<file path="config.mk">
export PLATFORM = sky130hd
export DESIGN_NAME = voice_rom_arbiter_flat
export DESIGN_NICKNAME = d
export VERILOG_FILES = /design/src/rtl/voice_rom_arbiter_if.sv /design/src/rtl/voice_rom_arbiter.sv /design/src/flat_wrapper.sv
export SDC_FILE = /design/constraint.sdc
export NUM_CORES = 1
export LEC_CHECK = 0
export ABC_AREA = 1
export CAP_MARGIN = 25
export CORE_MARGIN = 1.5
export CORE_UTILIZATION = 42
export CTS_CLUSTER_DIAMETER = 40
export DETAILED_ROUTE_END_ITERATION = 12
export PLACE_DENSITY = 0.81
export SLEW_MARGIN = 40
export SYNTH_ARGS = -nofsm -noshare
export SYNTH_HDL_FRONTEND = slang
export SYNTH_SLANG_ARGS = --single-unit
</file>
<file path="constraint.sdc">
create_clock -name clk -period 2.1 [get_ports clk]
set_input_delay 0.42 -clock clk [delete_from_list [all_inputs] [get_ports clk]]
set_output_delay 0.42 -clock clk [all_outputs]
set_load 0.05 [all_outputs]
</file>
<file path="src/rtl/voice_rom_arbiter_if.sv">
// Voice-engine / sample-ROM bus seen by the arbiter: request side, ROM port and return path.
// The arbiter takes the slave view; voice engines and ROM model together take the master view.
interface voice_rom_arbiter_if #(
    parameter int NUM_VOICES = 4,
    parameter int ADDR_W     = 16,
    parameter int DATA_W     = 8
);
    logic                         en;
    logic [NUM_VOICES-1:0]        req;
    logic [NUM_VOICES*ADDR_W-1:0] addr_in;
    logic [NUM_VOICES-1:0]        gnt;
    logic [ADDR_W-1:0]            rom_addr;
    logic                         rom_rd;
    logic [DATA_W-1:0]            rom_data;
    logic [DATA_W-1:0]            rd_data;
    logic [NUM_VOICES-1:0]        rd_valid;

    modport master (
        output en, req, addr_in, rom_data,
        input  gnt, rom_addr, rom_rd, rd_data, rd_valid
    );

    modport slave (
        input  en, req, addr_in, rom_data,
        output gnt, rom_addr, rom_rd, rd_data, rd_valid
    );
endinterface

</file>
<file path="src/rtl/voice_rom_arbiter.sv">
// Round-robin sharing of one sample ROM among the drum voices; grant 1 cycle after req, data ROM_LAT+1 after grant.
// No backpressure: voices hold req until their one-cycle gnt pulse, returns always delivered.
module voice_rom_arbiter #(
    parameter int NUM_VOICES = 4,
    parameter int ADDR_W     = 16,
    parameter int DATA_W     = 8,
    parameter int ROM_LAT    = 2
) (
    input  logic               clk,
    input  logic               reset,
    voice_rom_arbiter_if.slave bus
);
    localparam int PTR_W = (NUM_VOICES > 1) ? $clog2(NUM_VOICES) : 1;

    logic [PTR_W-1:0]                   ptr_q, ptr_d;
    logic [NUM_VOICES-1:0]              mask_q, mask_d;
    logic [NUM_VOICES-1:0]              gnt_q, gnt_d;
    logic [ADDR_W-1:0]                  rom_addr_q, rom_addr_d;
    logic                               rom_rd_q, rom_rd_d;
    logic [ROM_LAT:0][NUM_VOICES-1:0]   tag_q, tag_d;
    logic [DATA_W-1:0]                  rd_data_q, rd_data_d;
    logic [NUM_VOICES-1:0]              rd_valid_q, rd_valid_d;

    logic [NUM_VOICES-1:0] elig;
    logic [NUM_VOICES-1:0] k_oh;
    logic [PTR_W-1:0]      k;
    logic                  found;
    int                    idx;

    // First eligible voice at or after the pointer, wrapping around.
    always_comb begin
        elig  = bus.req & ~mask_q;
        found = 1'b0;
        k     = '0;
        idx   = 0;
        for (int i = 0; i < NUM_VOICES; i++) begin
            idx = (int'(ptr_q) + i) % NUM_VOICES;
            if (!found && elig[idx[PTR_W-1:0]]) begin
                found = 1'b1;
                k     = idx[PTR_W-1:0];
            end
        end
        k_oh = NUM_VOICES'(1) << k;
    end

    always_comb begin
        gnt_d      = '0;
        rom_rd_d   = 1'b0;
        rom_addr_d = rom_addr_q;
        ptr_d      = ptr_q;
        mask_d     = '0;
        if (bus.en && found) begin
            gnt_d      = k_oh;
            rom_rd_d   = 1'b1;
            rom_addr_d = bus.addr_in[int'(k)*ADDR_W +: ADDR_W];
            ptr_d      = (k == PTR_W'(NUM_VOICES-1)) ? '0 : k + 1'b1;
            mask_d     = k_oh;
        end
    end

    // The tag rides alongside the ROM read; its exit marks the cycle rom_data is valid.
    always_comb begin
        tag_d      = {tag_q[ROM_LAT-1:0], gnt_d};
        rd_valid_d = tag_q[ROM_LAT];
        rd_data_d  = (|tag_q[ROM_LAT]) ? bus.rom_data : rd_data_q;
    end

    always_ff @(posedge clk) begin
        if (reset) begin
            ptr_q      <= '0;
            mask_q     <= '0;
            gnt_q      <= '0;
            rom_addr_q <= '0;
            rom_rd_q   <= 1'b0;
            tag_q      <= '0;
            rd_data_q  <= '0;
            rd_valid_q <= '0;
        end else begin
            ptr_q      <= ptr_d;
            mask_q     <= mask_d;
            gnt_q      <= gnt_d;
            rom_addr_q <= rom_addr_d;
            rom_rd_q   <= rom_rd_d;
            tag_q      <= tag_d;
            rd_data_q  <= rd_data_d;
            rd_valid_q <= rd_valid_d;
        end
    end

    assign bus.gnt      = gnt_q;
    assign bus.rom_addr = rom_addr_q;
    assign bus.rom_rd   = rom_rd_q;
    assign bus.rd_data  = rd_data_q;
    assign bus.rd_valid = rd_valid_q;
endmodule

</file>
<file path="src/flat_wrapper.sv">
// flat-port wrapper written by rule: the top's interface ports become plain ports
module voice_rom_arbiter_flat 
#(
    parameter int NUM_VOICES = 4,
    parameter int ADDR_W     = 16,
    parameter int DATA_W     = 8,
    parameter int ROM_LAT    = 2
)
  (clk, reset, bus_en, bus_req, bus_addr_in, bus_rom_data, bus_gnt, bus_rom_addr, bus_rom_rd, bus_rd_data, bus_rd_valid);
  voice_rom_arbiter_if #(.NUM_VOICES(NUM_VOICES), .ADDR_W(ADDR_W), .DATA_W(DATA_W)) bus_i ();
  input  logic clk;
  input  logic reset;
  input wire logic [$bits(bus_i.en)-1:0] bus_en;
  input wire logic [$bits(bus_i.req)-1:0] bus_req;
  input wire logic [$bits(bus_i.addr_in)-1:0] bus_addr_in;
  input wire logic [$bits(bus_i.rom_data)-1:0] bus_rom_data;
  output wire logic [$bits(bus_i.gnt)-1:0] bus_gnt;
  output wire logic [$bits(bus_i.rom_addr)-1:0] bus_rom_addr;
  output wire logic [$bits(bus_i.rom_rd)-1:0] bus_rom_rd;
  output wire logic [$bits(bus_i.rd_data)-1:0] bus_rd_data;
  output wire logic [$bits(bus_i.rd_valid)-1:0] bus_rd_valid;
  assign bus_i.en = bus_en;
  assign bus_i.req = bus_req;
  assign bus_i.addr_in = bus_addr_in;
  assign bus_i.rom_data = bus_rom_data;
  assign bus_gnt = bus_i.gnt;
  assign bus_rom_addr = bus_i.rom_addr;
  assign bus_rom_rd = bus_i.rom_rd;
  assign bus_rd_data = bus_i.rd_data;
  assign bus_rd_valid = bus_i.rd_valid;
  voice_rom_arbiter #(.NUM_VOICES(NUM_VOICES), .ADDR_W(ADDR_W), .DATA_W(DATA_W), .ROM_LAT(ROM_LAT)) u_core (.clk(clk), .reset(reset), .bus(bus_i));
endmodule
</file>
# Yosys cells after proc, flatten, opt, wreduce, memory -nomap -nowiden
# Index checks and enable logic that the tools add are counted.
[totals]
ff_bits = 43
output_inout_bits = 33
elab_cells = 49
[op_classes]
n_addsub = 4
order_cmp = 4
n_eq_ne = 1
n_shift = 2
muxes = 18
bitwise_logic = 3
reduce_logical = 9
[op_table]
columns = ["operator", "n"]
rows = [
  ["64-bit by 7-bit variable part select with 16-bit output", 1],
  ["2-bit by 3-bit < comparator with 1-bit output (second input constant)", 4],
  ["2-bit two-way mux", 5],
  ["1-bit two-way mux", 9],
  ["1-bit binary-select mux with 2-bit select", 4],
  ["2-bit by 1-bit adder with 2-bit output (second input constant)", 2],
  ["2-bit adder (second input constant)", 2],
  ["4-bit bitwise AND", 1],
  ["1-bit logical AND", 4],
  ["4-bit NOT", 1],
  ["4-bit OR reduction", 1],
  ["1-bit by 2-bit left shift with 4-bit output (first input constant)", 1],
  ["1-bit zero test", 3],
  ["2-bit == test (second input constant)", 1],
  ["2-bit OR reduction", 1],
  ["1-bit NOT", 1],
]

# Logic depth before layout (Yosys ltp)
[logic_depth]
ltp_word = 17
depth_mapped = 16
mapped_depth_nobuf = 13

# Least setup slack after synthesis
# No wires, ideal clock.
[synth_timing]
path_type = "register -> register"
from = "reg u_core.ptr_q[0]"
to = "reg u_core.rom_addr_q[10], in the netlist u_core.bus.rom_addr[10]"
t_arrival_ns = 1.584
required_time_ns = 1.991
slack_ns = 0.407
path_stages_with_launch = 16
period_less_slack_ns = 1.693
cell_sequence = "dfxtp_1 > buf_6 > inv_4 > nand3_2 > nand2_1 > nand2_1 > nand2_1 > nor2_2 > nand2_2 > o21ai_4 > inv_4 > buf_6 > nor2_1 > nor2_1 > nand2_1 > inv_1"
[synth_via]
elab_chain_len = 13
elab_cells_between_ends = 27
[synth_lines]
columns = ["item", "line", "text"]
rows = [
  ["start, declared", "voice_rom_arbiter.sv:15", "logic [PTR_W-1:0] ptr_q, ptr_d;"],
  ["start signal, assigned", "voice_rom_arbiter.sv:79", "ptr_q <= ptr_d;"],
  ["branches (longest 13 deep; another with 2-bit by 1-bit adder with 2-bit output)", "n/a", ""],
  ["end signal, assigned", "voice_rom_arbiter.sv:82", "rom_addr_q <= rom_addr_d;"],
  ["end, declared", "voice_rom_arbiter.sv:18", "logic [ADDR_W-1:0] rom_addr_q, rom_addr_d;"],
]
# Several ways; the timed one is not identified. The select of a mux whose other input is x is not followed.
# A chain may end at the register's enable or synchronous reset.

# Final worst setup path
# Ends and elaborated chain as after synthesis.

==> summary.txt <==
Placement
  – Placed cell areas: 3700 um^2
  – Total placed cells including tap cells: 585
  – Half-perimeter wire length of the detailed placement result: 5.31 mm
  – Weighted congestion at the end of routability-driven global placement: 0.918
  – IO Port Bufs: 111

Synthesis
  – Top post-synthesis cells by area: dfxtp_1 35%, nand2_1 16%, nand3_1 14%
  – Number of instances in the synthesized netlist: 403
  – Post-synth EDFFs: 0
  – Netlist Area Pre-Place: 2470 um^2
  – Leading register cell type out of synthesis: dfxtp_1
  – Syn nets: 482
  – Netlist cell types: 23
  – Mapped Avg Cell Area: 6.14 um^2
  – Most area-hungry cell type in the Yosys netlist: dfxtp_1
  – FF+latch count, synth: 43
  – Number of warnings reported in the yosys synthesis log: 0
  – Cell with the most instances after synthesis: nand2_1
  – Share of synthesized registers carrying an async set or reset: 0%
  – Top cell type's share of synthesized area: 34.8%
  – Sequential area share after synthesis: 34.8%
  – Most common library cells after synthesis: 107 x nand2_1, 70 x nand3_1, 66 x inv_1, 58 x nor2_1, 43 x dfxtp_1

Worst setup path
  – Data required, critical path: 2.35 ns
  – CP peak stage delay: 0.38 ns
  – Kind of start point of the critical path: register
  – Register-to-register path setup slack: 0.07 ns
  – R2R cell count: 13
  – Worst path arrival time: 2.28 ns
  – Critical register-to-register path startpoint: u_core.ptr_q[0]
  – Buffering stage count on the worst path with inverters included: 4
  – Sort of element at the end of the critical path: register
  – Crit-path leading delay family: simple AND/OR/NAND/NOR gates
  – Capture point of the worst reg-to-reg path: u_core.bus.rom_addr[10]
  – Cell breakdown of the critical path: buf_4 > nand2_2 > nand2_2 > nand2_2 > nand2_2 > nor2_4 > nand2_2 > o21ai_4 > clkinv_4 > buf_6 > nand3_1 > nand2_1 > inv_1
  – Critical-path cell with the highest stage delay: dfxtp_4
  – Worst Setup Path Type: reg2reg
  – Largest fanout on the critical path: 8
  – Most used cell, CP: nand2_2

Cells and area
  – Nets: 606
  – Post-route cell area: 4000 um^2
  – Area Overhead vs Synth: 61.8%
  – Count of filler cells inserted in the layout: 447
  – Proportion of layout cells with a drive suffix above 1: 13.8%
  – Combined flip-flop and latch cell area: 868 um^2
  – Area occupied by multi-input gates: 1270 um^2
  – Antenna diode count: 0
  – Share of the core filled with cells in the final layout: 71.4%
  – Final cell count without fillers: 600

Floorplan
  – Floorplan die height: 79.7 um
  – Count of standard-cell rows: 27
  – Core box area: 5610 um^2
  – Initial core utilization: 44.1%
  – Chip Width: 79.7 um
  – Top-level I/O count: 112
  – Overall die area: 6360 um^2

Timing
  – Tightest Pin Transition: 0.544 ns
  – Final hold slack: 0.404 ns
  – Post-route fraction of the period consumed by the critical path: 96.7%
  – Worst clock skew: 0.0126 ns
  – Final count of hold timing violations: 0
  – Setup-failing EPs final: 0
  – Post-layout minimum cycle time: 2.03 ns
  – Maximum clock frequency: 0.492 GHz
  – Slew Limit Fails: 0
  – Relative slew slack: 63.6%

Hold path
  – Min-delay src: u_core.tag_d[9]
  – Endpoint with the worst hold slack: u_core.rd_valid_d[1]
  – Number of cells traversed by the worst hold path: 2
  – Class of the worst hold path: reg2reg

Global routing
  – Vias in the first global route: 2578
  – Wire length of the first global-routing pass: 11.2 mm
  – Number of antenna violations at the first check in global routing: 0
  – Remaining Overflow, GRT: 0
  – GRT Total Usage: 22.4%
  – Maximum number of pins on one net before global-route repair: 23

Clock network
  – Buffer depth of the longest clock path: 2
  – Clock insertion delay at the later pin of the skew report: 0.30 ns
  – Maximum level of the CTS H-tree: 2
  – Number of hold buffers added after cts: 0
  – TritonCTS clock tree: built
  – Clock edge transition at the registers on the reported setup and hold paths: 0.09 ns
  – Number of buffers added by the clock tree synthesis step: 5
  – Clk sink count: 43
  – Root Driver: clkbuf_8

Power and ir drop
  – Static Leakage: 1.96 nW
  – Total power density per cell area: 1540 nW/um^2
  – Net switching power: 3.04 mW
  – Switching power as a share of total power: 49.4%
  – Share of power burned in registers: 19.4%
  – Portion of total power attributed to combinational logic: 68.2%
  – Clock share of power: 12.4%
  – Overall power: 6.16 mW
  – Design internal power: 3.12 mW
  – Maximum vdd drop: 0.853 mV

Run status
  – Run status: complete, no violations

Job
  – Max Cap Violations: 0

Detailed routing
  – DRC errors left: 0
  – Detailed-router iteration count before antenna repair: 5
  – Vias per cell: 4.84
  – Drt total wl: 7.53 mm
  – Number of nets with antenna violations after routing: 0
  – Detailed router's first-iteration violation count: 187
  – Final routed wire length divided by cell count: 12.5 um
  – Count of vias placed by the detailed router: 2905
tightest hold or removal path: stages, from the launching register on:
cell,delay (ns)
dfxtp_1,0.30
inv_1,0.04
nor2_1,0.03
state kept, by name, summed over array words and instances (netlist names):
register and count:
u_core.bus.rd_valid 4, u_core.tag_d 4, u_core.ptr_q 2, u_core.rd_valid_d 4, u_core.mask_q 4, u_core.bus.rom_rd 1
u_core.bus.rd_data 8, u_core.bus.rom_addr 16
how the worst max path moves through the flow:
stage	startpoint	end	slack, ns	cells past startpoint
after floorplan	u_core.ptr_q[0]	u_core.bus.rom_addr[10]	0.41	15
after CTS	u_core.ptr_q[0]	u_core.bus.rom_addr[1]	0.06	14
final	u_core.ptr_q[0]	u_core.bus.rom_addr[10]	0.07	13
after detailed placement	bus_req[3]	u_core.bus.rom_addr[1]	-0.23	12
after global placement	bus_req[3]	u_core.bus.rom_addr[11]	-0.15	12
after global routing	u_core.ptr_q[0]	u_core.bus.rom_addr[6]	-0.04	13
per-layer routing:
layer / track usage (%) / share of wire (%)
met4: 8.97 / 2.3
met5: 0 / 0
met3: 6.29 / 8.9
met1: 26.6 / 41
met2: 38.0 / 48
metrics by stage:
stage          TNS (ns)  worst slack, ns
2_1_floorplan         0            0.407
5_1_grt          -0.244          -0.0384
3_5_place_dp      -3.62           -0.229
4_1_cts               0           0.0573
3_3_place_gp      -2.45           -0.148
6_report              0           0.0687
cell families after synthesis:
family          share of synthesized area, %
simple gates                            45.5
buf+inv                                 16.9
flops                                   34.8
compound gates                          2.78
power groups by stage:
stage / Combinational [mW] / Clock, mW / Sequential [mW]
finish: 4.20 / 0.763 / 1.20
global route: 4.57 / 0.809 / 1.22
CTS: 3.85 / 0.773 / 1.18
detailed placement: 3.83 / 0 / 1.20
global placement: 3.78 / 0 / 1.20
floorplan: 2.16 / 0 / 1.75
timing repair:
action | CTS | global route
setup buffers | 0 | 5
gates resized for setup | 0 | 40
endpoints found under the hold margin | 0 | 0
setup endpoints to repair | 0 | 19
cell usage in the layout, fill, tap and decap left out, types with 4 or more instances in the layout:
cell type and instances:
clkdlybuf4s50_1 107, nand2_1 98, inv_1 65, nand3_1 64, nor2_1 53, dfxtp_1 41
buf_4 22, nand2_2 12, nand3_2 9, a21oi_1 9, and3_1 6, clkbuf_8 5
inv_4 4, nor2_2 4, dlymetal6s2s_1 4
cell type report:
class / count / area share (%)
Tap cell: 72 / 2.25
Timing Repair inverter: 2 / 0.313
Clock inverter: 2 / 1.50
Timing Repair Buffer: 138 / 34.0
Clock buffer: 6 / 1.81
Sequential cell: 43 / 21.7
Multi-Input combinational cell: 268 / 31.7
Inverter: 69 / 6.72
Note: power is estimated with default switching activity, not from simulation.
